## config.mk

```make
export PLATFORM = sky130hd
export DESIGN_NAME = alu_exec_unit
export DESIGN_NICKNAME = d
export VERILOG_FILES = /design/src/rtl/alu_pkg.sv /design/src/rtl/alu_exec_unit_mul.sv /design/src/rtl/alu_exec_unit.sv
export SDC_FILE = /design/constraint.sdc
export NUM_CORES = 1
export LEC_CHECK = 0
export ABC_AREA = 1
export CAP_MARGIN = 20
export CELL_PAD_IN_SITES_DETAIL_PLACEMENT = 0
export CELL_PAD_IN_SITES_GLOBAL_PLACEMENT = 1
export CORE_MARGIN = 2
export CORE_UTILIZATION = 45
export DETAILED_ROUTE_END_ITERATION = 12
export PLACE_DENSITY = 0.91
export SYNTH_ARGS = -nofsm -noshare
export SYNTH_HDL_FRONTEND = slang
export SYNTH_HIERARCHICAL = 1
export SYNTH_SLANG_ARGS = --single-unit
```

## constraint.sdc

```tcl
create_clock -name clk_i -period 5.7 [get_ports clk_i]
set_input_delay 1.71 -clock clk_i [delete_from_list [all_inputs] [get_ports clk_i]]
set_output_delay 1.71 -clock clk_i [all_outputs]
set_load 0.02 [all_outputs]
```

## src/rtl/alu_pkg.sv

```systemverilog
// Shared definitions for the execute-stage ALU: control codes common with the
// ALU controller, the FSM state type and the default datapath width.
package alu_pkg;

    localparam int ALU_DATA_W = 32;
    // The shift-add multiplier retires one multiplier bit per cycle.
    localparam int MUL_STEPS  = ALU_DATA_W;

    localparam logic [3:0] ALU_AND = 4'b0000;
    localparam logic [3:0] ALU_OR  = 4'b0001;
    localparam logic [3:0] ALU_ADD = 4'b0010;
    localparam logic [3:0] ALU_SUB = 4'b0110;
    localparam logic [3:0] ALU_SLT = 4'b0111;
    localparam logic [3:0] ALU_MUL = 4'b1000;

    typedef enum logic {
        ST_IDLE = 1'b0,
        ST_MUL  = 1'b1
    } alu_state_e;

endpackage

```

## src/rtl/alu_exec_unit_mul.sv

```systemverilog
// Iterative shift-add multiplier: one partial-product step per cycle, done
// strobes on the final step with the completed product on product_o.
module alu_mul_iter
    import alu_pkg::*;
#(
    parameter int DATA_W = ALU_DATA_W
) (
    input  logic              clk_i,
    input  logic              rst_i,
    input  logic              start_i,
    input  logic [DATA_W-1:0] a_i,
    input  logic [DATA_W-1:0] b_i,
    output logic              busy_o,
    output logic              done_o,
    output logic [DATA_W-1:0] product_o
);

    localparam int STEPS = DATA_W;
    localparam int CNT_W = $clog2(STEPS);
    localparam logic [CNT_W-1:0] LAST_STEP = CNT_W'(STEPS - 1);

    logic [DATA_W-1:0] mcand_q, mcand_d;
    logic [DATA_W-1:0] mplier_q, mplier_d;
    logic [DATA_W-1:0] acc_q, acc_d;
    logic [CNT_W-1:0]  cnt_q, cnt_d;
    logic              busy_q, busy_d;
    logic [DATA_W-1:0] acc_step;

    always_comb begin
        acc_step = acc_q + (mplier_q[0] ? mcand_q : '0);
        // NOTE: every comb output gets a default first so no path leaves it unassigned (no latch).
        mcand_d  = mcand_q;
        mplier_d = mplier_q;
        acc_d    = acc_q;
        cnt_d    = cnt_q;
        busy_d   = busy_q;
        if (start_i) begin
            mcand_d  = a_i;
            mplier_d = b_i;
            acc_d    = '0;
            cnt_d    = '0;
            busy_d   = 1'b1;
        end else if (busy_q) begin
            acc_d    = acc_step;
            mcand_d  = mcand_q << 1;
            mplier_d = mplier_q >> 1;
            cnt_d    = cnt_q + 1'b1;
            if (cnt_q == LAST_STEP) busy_d = 1'b0;
        end
    end

    // NOTE: datapath registers are reset too, so an aborted multiply leaves no stale state.
    always_ff @(posedge clk_i or negedge rst_i) begin
        if (!rst_i) begin
            mcand_q  <= '0;
            mplier_q <= '0;
            acc_q    <= '0;
            cnt_q    <= '0;
            busy_q   <= 1'b0;
        end else begin
            // NOTE: non-blocking assignments so all flops update from pre-edge values.
            mcand_q  <= mcand_d;
            mplier_q <= mplier_d;
            acc_q    <= acc_d;
            cnt_q    <= cnt_d;
            busy_q   <= busy_d;
        end
    end

    assign busy_o    = busy_q;
    assign done_o    = busy_q && (cnt_q == LAST_STEP);
    assign product_o = acc_step;

endmodule

```

## src/rtl/alu_exec_unit.sv

```systemverilog
// Execute-stage ALU: single-cycle logic/arithmetic ops, iterative MUL, and a
// registered result/zero/valid under a valid/ready handshake.
module alu_exec_unit
    import alu_pkg::*;
#(
    parameter int DATA_W = ALU_DATA_W
) (
    input  logic              clk_i,
    input  logic              rst_i,
    input  logic              valid_i,
    output logic              ready_o,
    input  logic [3:0]        ALUctrl_i,
    input  logic [DATA_W-1:0] src1_i,
    input  logic [DATA_W-1:0] src2_i,
    output logic [DATA_W-1:0] result_o,
    output logic              zero_o,
    output logic              valid_o
);

    alu_state_e        state_q, state_d;
    logic [DATA_W-1:0] result_q, result_d;
    logic              zero_q, zero_d;
    logic              valid_q, valid_d;
    logic              accept;
    logic              mul_start, mul_busy, mul_done;
    logic [DATA_W-1:0] mul_product;
    logic [DATA_W-1:0] simple_res;

    assign ready_o = (state_q == ST_IDLE);
    assign accept  = valid_i && ready_o;

    alu_mul_iter #(.DATA_W(DATA_W)) u_mul (
        .clk_i     (clk_i),
        .rst_i     (rst_i),
        .start_i   (mul_start),
        .a_i       (src1_i),
        .b_i       (src2_i),
        .busy_o    (mul_busy),
        .done_o    (mul_done),
        .product_o (mul_product)
    );

    always_comb begin
        case (ALUctrl_i)
            ALU_AND: simple_res = src1_i & src2_i;
            ALU_OR:  simple_res = src1_i | src2_i;
            ALU_ADD: simple_res = src1_i + src2_i;
            ALU_SUB: simple_res = src1_i - src2_i;
            ALU_SLT: simple_res = {{(DATA_W-1){1'b0}}, ($signed(src1_i) < $signed(src2_i))};
            default: simple_res = '0;
        endcase
    end

    always_ff @(posedge clk_i or negedge rst_i) begin
        if (!rst_i) state_q <= ST_IDLE;
        else        state_q <= state_d;
    end

    always_comb begin
        state_d = state_q;
        case (state_q)
            ST_IDLE: if (accept && ALUctrl_i == ALU_MUL) state_d = ST_MUL;
            // Leaving on !mul_busy as well keeps the FSM from wedging if the two ever disagree.
            ST_MUL:  if (mul_done || !mul_busy) state_d = ST_IDLE;
            default: state_d = ST_IDLE;
        endcase
    end

    always_comb begin
        mul_start = 1'b0;
        result_d  = result_q;
        zero_d    = zero_q;
        valid_d   = 1'b0;
        case (state_q)
            ST_IDLE: begin
                if (accept) begin
                    if (ALUctrl_i == ALU_MUL) begin
                        mul_start = 1'b1;
                    end else begin
                        result_d = simple_res;
                        zero_d   = (simple_res == '0);
                        valid_d  = 1'b1;
                    end
                end
            end
            ST_MUL: begin
                if (mul_done) begin
                    result_d = mul_product;
                    zero_d   = (mul_product == '0);
                    valid_d  = 1'b1;
                end
            end
            default: ;
        endcase
    end

    always_ff @(posedge clk_i or negedge rst_i) begin
        if (!rst_i) begin
            result_q <= '0;
            zero_q   <= 1'b1;
            valid_q  <= 1'b0;
        end else begin
            result_q <= result_d;
            zero_q   <= zero_d;
            valid_q  <= valid_d;
        end
    end

    assign result_o = result_q;
    assign zero_o   = zero_q;
    assign valid_o  = valid_q;

endmodule
```

==> impl_metrics.ini, run 1 <==
[placement]
placed_area_um2 = 16600
dpl.hpwl_um = 46100
numPortBuffers = 105
pre_cts_slack_ps = 799
gp_congestion = 0.987

[worst_setup_path]
critical_path_class = input port to flip-flop
timing.rr.start = u_mul/mplier_q[0]
cp_slowest_cell = clkdlybuf4s50_1
critPathLaunchType = input port
path_cells = clkdlybuf4s50_1 > ha_1 > inv_1 > fa_1 > inv_1 > nand2_1 > nand3_1 > o21ai_0 > nor3_1 > nand4_1 > nor2_1 > nand2_1 > nor2_1 > nand2_1 > nor2_1 > nand2_1 > a21oi_2
r2r_slack_ps = 2440
path_common_cell = nand2_1
end_kind = flip-flop
crit_fanout = 4
critical-path-max-stage-delay_ps = 550
rr_worst_depth = 17
arrival_ps = 4910
path_buf_inv = 3
critPathLaunch = src2_i[0]
required_ps = 6060
rr_endpoint = zero_o
critical-path-top-delay-family = simple AND/OR/NAND/NOR gates

[clock_network]
post_cts_resized = 0
htree_levels = 4
tritoncts = done
cts_max_path_buffers = 2
clock_sinks = 137
cts_made_buffers = 17
cts-root-buf = clkbuf_16
post_cts_buffers = 0
hold_buffers = 0
insertion_delay_ps = 430
cts.clk_slew.worst_paths_ps = 60

[worst_hold_path]
whs_path_depth = 2
hp-class = flip-flop to flip-flop
holdPathEnd = u_mul/mplier_q[4]
min_from = u_mul/mplier_q[4]

[logic_synthesis]
synth_commonest_cells = 848 x nand2_1, 507 x inv_1, 224 x nand3_1, 173 x nor2_1, 136 x dfrtp_1
synth_top_cell_by_area = dfrtp_1
async_reset_ff_share_pct = 100
synth.distinct_cells = 49
syn-num-nets = 2752
synth_warnings = 6
yosysMostFrequentCell = nand2_1
syn_inst = 2546
synth-edff-count = 0
yosysTopAreaCellShare_pct = 22.4
ys_ff_latch = 137
synth_area_leaders = dfrtp_1 22%, nand2_1 21%, inv_1 13%
syn_avg_cell_area_um2 = 5.96
netlist_area_um2 = 15200
ys_seq_area_share_pct = 22.6
synth_flop_cell = dfrtp_1

[grt]
grt-ovfl-total = 0
grt_pass1_wl_um = 87600
grt_pass1_vias = 15700
track_usage_pct = 31.9
grt_max_degree = 79
antenna_found_initial = 2

[timing]
rsz0062_at_grt = no
drv_slew = 0
setup_viol = 0
skew_ps = 10.6
finalHoldViolCount = 0
post-route-period-util_pct = 79.8
fin_setup_tns_ps = 0
slew_headroom_pct = 45.3
layout_setup_ws_ps = 1150
max_freq_mhz = 220
tightest_slew_ps = 820
fin_crit_ps = 4550

[run]
cap_violations = 0

[power]
power_density_nw_per_um2 = 301
power.leakage_nw = 9.78
vdd_drop_max_uv = 237

[route]
detail-route-antenna-nets = 0
num_vias = 16400
wl_per_cell_um = 18.4
routed.top_layer = met4
dr.pass1.iters = 6
wirelength_um = 56500
wl_met3_um = 3590
route.met2.wl_um = 26200
wl_met1_um = 25200
first_iter_violations = 1575
vias_per_cell = 5.34
drc_errors = 0

[die]
io_pins = 106
die_area_um2 = 35200
die_y_um = 188
core_area_um2 = 33400
die_x_um = 188
start_util_pct = 45.5
fp-row-count = 67

[layout]
drive_above_1_share_pct = 4.54
fin_nets = 2815
final_area_um2 = 17200
area_delta_synth_final_pct = 13.3

[status]
status = completed
==> layer usage <==
| metal | track usage (%) | vias to the layer above |
|---|---|---|
| li1 | - | 8044 |
| met2 | 52.8 | 637 |
| met3 | 3.44 | 76 |
| met4 | 10.1 | 0 |
| met5 | 0 | - |
| met1 | 43.6 | 7623 |
==> area by class of cell <==
cell class	instances	area [µm²]
fillers	3557	16200
multi-input cells	1811	9430
flip-flops and latches	137	3430
inverters	517	1940
repair buffers	125	1230
well taps	448	561
clock buffers	19	453
clock inverters	11	146
diodes	2	5.00
==> stage by stage <==
stage | utilization [%] | instances | hold slack, ps | power (mW)
floorplan | - | 2546 | 453 | 3.14
global placement | 49.6 | 3037 | 465 | 3.94
detailed placement | 49.6 | 3037 | 470 | 3.99
CTS | 51.4 | 3067 | 485 | 5.15
global route | 51.5 | 3070 | 511 | 5.51
finish | 51.5 | 3070 | 488 | 5.18
==> power by group <==
part | switching (mW) | internal (mW) | total, mW
clock network | 0.435 | 0.707 | 1.14
registers | 0.226 | 1.32 | 1.54
logic | 1.64 | 0.854 | 2.50
total | 2.30 | 2.88 | 5.18
==> flip-flops by register name (all words and copies together) (netlist names) <==
signal,flops
u_mul/acc_q,32
u_mul/mplier_q,32
valid_o,1
u_mul/mcand_q,32
state_q,1
u_mul/cnt_q,5
result_o,32
zero_o,1
u_mul/busy_o,1
==> worst register-to-register path, delay by kind of cell (launching register included) <==
family	cells	cell delay (ps)
buffers and inverters	4	360
and+or+nand+nor	9	1440
AOI/OAI and AO/OA	3	560
adders and majority gates	1	350
DFF	1	480
==> cell families after synthesis <==
family	Yosys count	synth area share, %
and+or+nand+nor	1369	38.2
buffers and inverters	598	15.4
AOI/OAI and AO/OA	290	11.4
DFF	137	22.6
adders and majority gates	135	11.3
xor gates and xnor gates	17	1.18
==> cells in the final DEF, fill, tap and decap left out, types with 3 or more instances in the layout <==
cell	netlist	routed
nand2_1	848	848
inv_1	507	507
nand3_1	224	224
nor2_1	173	172
dfrtp_1	136	136
ha_1	132	132
clkdlybuf4s50_1	0	104
a21oi_1	102	102
o21ai_0	79	78
o22ai_1	26	26
o221ai_1	25	25
nand2_2	23	23
o211ai_1	22	22
nand4_1	20	20
and2_1	20	20
buf_4	10	18
clkbuf_16	0	17
nor3_1	14	14
nand3b_1	13	13
o21bai_1	11	11
inv_2	10	10
xor2_1	9	9
nor2_2	8	8
nor3_2	8	8
a22o_1	7	7
nor4_1	6	6
nand3_2	5	5
o21ai_1	3	4
a31oi_1	4	4
xor2_2	4	4
xnor2_1	4	4
a21oi_2	3	3
fa_1	3	3
bufinv_16	0	3
clkinv_2	0	3
==> how the worst max path moves through the flow <==
stage / slack [ps] / cells past startpoint / to
global placement: 800 / 17 / zero_o
global route: 920 / 19 / zero_o
floorplan: 2040 / 20 / zero_o
CTS: 1230 / 17 / zero_o
detailed placement: 800 / 17 / zero_o
finish: 1150 / 17 / zero_o
No activity file was read; power rests on OpenSTA's default activity.
==> run 2, diff against run 1 <==
--- a/config.mk
+++ b/config.mk
@@ -10,9 +10,9 @@
 export CELL_PAD_IN_SITES_DETAIL_PLACEMENT = 0
 export CELL_PAD_IN_SITES_GLOBAL_PLACEMENT = 1
 export CORE_MARGIN = 2
-export CORE_UTILIZATION = 45
+export CORE_UTILIZATION = 38
 export DETAILED_ROUTE_END_ITERATION = 12
-export PLACE_DENSITY = 0.91
+export PLACE_DENSITY = 0.83
 export SYNTH_ARGS = -nofsm -noshare
 export SYNTH_HDL_FRONTEND = slang
 export SYNTH_HIERARCHICAL = 1
==> constraint.sdc (replaced) <==
create_clock -name clk_i -period 3.8 [get_ports clk_i]
set_input_delay 1.14 -clock clk_i [delete_from_list [all_inputs] [get_ports clk_i]]
set_output_delay 1.14 -clock clk_i [all_outputs]
set_load 0.02 [all_outputs]
==> impl_metrics.ini, run 2 (synthesis results as in run 1) <==
[layout]
layout_commonest_cell = nand2_1
final_cell_mix = 844 x nand2_1, 507 x inv_1, 364 x buf_4
num-fill-cells = 4090
final_util_pct = 51.1
diodes = 0
drive_above_1_share_pct = 17.4
layout.cells.non_filler = 3496
fin_nets = 3165
area_delta_synth_final_pct = 33.1

[clock_network]
cts.clk_slew.worst_paths_ps = 60
cts_max_path_buffers = 2
htree_levels = 4
insertion_delay_ps = 440
cts-root-buf = clkbuf_16
clock_sinks = 137
tritoncts = done
cts_made_buffers = 17

[route]
detail-route-antenna-nets = 0
dr.pass1.iters = 6
wl_per_cell_um = 17.6
wirelength_um = 61600
vias_per_cell = 5.02
drc_errors = 0
num_vias = 17500
first_iter_violations = 1212

[die]
io_pins = 106
die_area_um2 = 41600
core_area_um2 = 39500
fp-row-count = 73
start_util_pct = 38.4
die_y_um = 204
die_x_um = 204

[grt]
met3_usage_pct = 3.33
track_usage_pct = 29.7
grt-ovfl-total = 0
met2_usage_pct = 50.0
grt_pass1_wl_um = 94600
antenna_found_initial = 1
grt_max_degree = 67
grt_pass1_vias = 17100
grt_util_met1_pct = 40.4
busiest_layer = met2

[worst_setup_path]
rr_worst_depth = 17
critPathLaunchType = input port
r2r_slack_ps = 480
timing.rr.start = u_mul/mplier_q[0]
critical_path_class = input port to flip-flop
rr_endpoint = zero_o
end_kind = flip-flop
crit_fanout = 4
required_ps = 4170
arrival_ps = 4000

[timing]
slew_headroom_pct = 31.6
drv_slew = 0
post-route-period-util_pct = 95.6
rsz0062_at_grt = yes
finalHoldViolCount = 0
setup_viol = 0
skew_ps = 9.52
tightest_slew_ps = 1030
fin_crit_ps = 3630
max_freq_mhz = 275

[power]
total_power_mw = 8.40
vdd_drop_max_uv = 357
seqPwrFrac_pct = 27.8
power.leakage_nw = 11.5
p_switching_mw = 3.59
p_comb_share_pct = 50.4
power.internal_mw = 4.81
pwr-share-clk_pct = 21.8
swShare_pct = 42.7
power_density_nw_per_um2 = 416

[status]
status = completed

[run]
cap_violations = 0

[placement]
gp_congestion = 0.995
numPortBuffers = 105
dp.cells = 3463
dpl.hpwl_um = 51400

[worst_hold_path]
holdPathEnd = result_o[21]
whs_path_depth = 2
hp-class = flip-flop to flip-flop
min_from = result_o[21]
==> run 2: cell count changes in the layout (fill, tap and decap cells not counted), sizes merged <==
| cell | before | now |
|---|---|---|
| buf | 21 | 371 |
| bufinv | 3 | 4 |
| clkbuf | 19 | 22 |
| clkdlybuf4s50 | 104 | 103 |
| clkinv | 4 | 3 |
| clkinvlp | 2 | 0 |
| diode | 2 | 0 |
| dlygate4sd2 | 0 | 1 |
==> run 2: power groups by stage <==
stage	clock network (mW)	registers, mW	logic [mW]
final	1.83	2.33	4.23
after global routing	1.90	2.38	4.65
after CTS	1.85	2.33	4.17
after detailed placement	0	2.35	4.14
after global placement	0	2.33	4.09
after floorplan	0	2.33	2.38
==> run 2: worst max-delay path: stages <==
cell and delay [ps]:
clkdlybuf4s50_1 520, inv_1 80, ha_2 390, inv_1 80, buf_4 150, nand2_1 50
nand2_1 70, inv_1 60, nand2_1 160, a21oi_2 180, nand2_1 90, nand3_1 90
buf_4 110, nand3_1 100, nand3_1 110, nand2_1 80, nor2_2 180, nand2_1 70
nor2_1 100, nand2_1 80, a21oi_2 120
==> run 2: final cells by class <==
cell class / instances / area [µm²] / share of cell area (%)
Sequential cell: 137 / 3430 / 17.0
Timing Repair Buffer: 475 / 3900 / 19.3
Clock inverter: 9 / 160 / 0.792
Multi-Input combinational cell: 1811 / 9640 / 47.7
Inverter: 517 / 1940 / 9.60
Tap cell: 525 / 657 / 3.25
Clock buffer: 22 / 484 / 2.40
==> run 2: worst max path at each step <==
stage	startpoint	endpoint	slack (ps)
4_1_cts	src2_i[18]	result_o[23]	50
3_3_place_gp	src1_i[0]	zero_o	-640
6_report	src2_i[11]	zero_o	170
5_1_grt	src1_i[11]	zero_o	-30
3_5_place_dp	src1_i[0]	zero_o	-650
2_1_floorplan	src1_i[0]	zero_o	710
==> run 2: through the flow <==
step / hold slack, ps / TNS, ps / area, µm² / worst slack (ps)
5_1_grt: 503 / -27.0 / 20200 / -27.0
4_1_cts: 486 / 0 / 20000 / 55.0
6_report: 483 / 0 / 20200 / 167
2_1_floorplan: 453 / 0 / 15200 / 707
3_5_place_dp: 472 / -6290 / 19300 / -653
3_3_place_gp: 465 / -5330 / 19300 / -636
==> run 2: per-layer routing <==
layer | share of wire (%) | wire, µm | up-vias
met2 | 47 | 28800 | 508
met4 | 2.3 | 1440 | 2
met5 | 0.021 | 13 | -
met3 | 5.4 | 3330 | 75
li1 | - | - | 8736
met1 | 46 | 28100 | 8212
==> run 2: timing repair <==
action / CTS / global route
hold buffers: 0 / 0
buffers inserted: 0 / 2
gates cloned: 0 / 0
gates resized for setup: 6 / 55
setup endpoints to repair: 2 / 9
pin swaps: 0 / 4
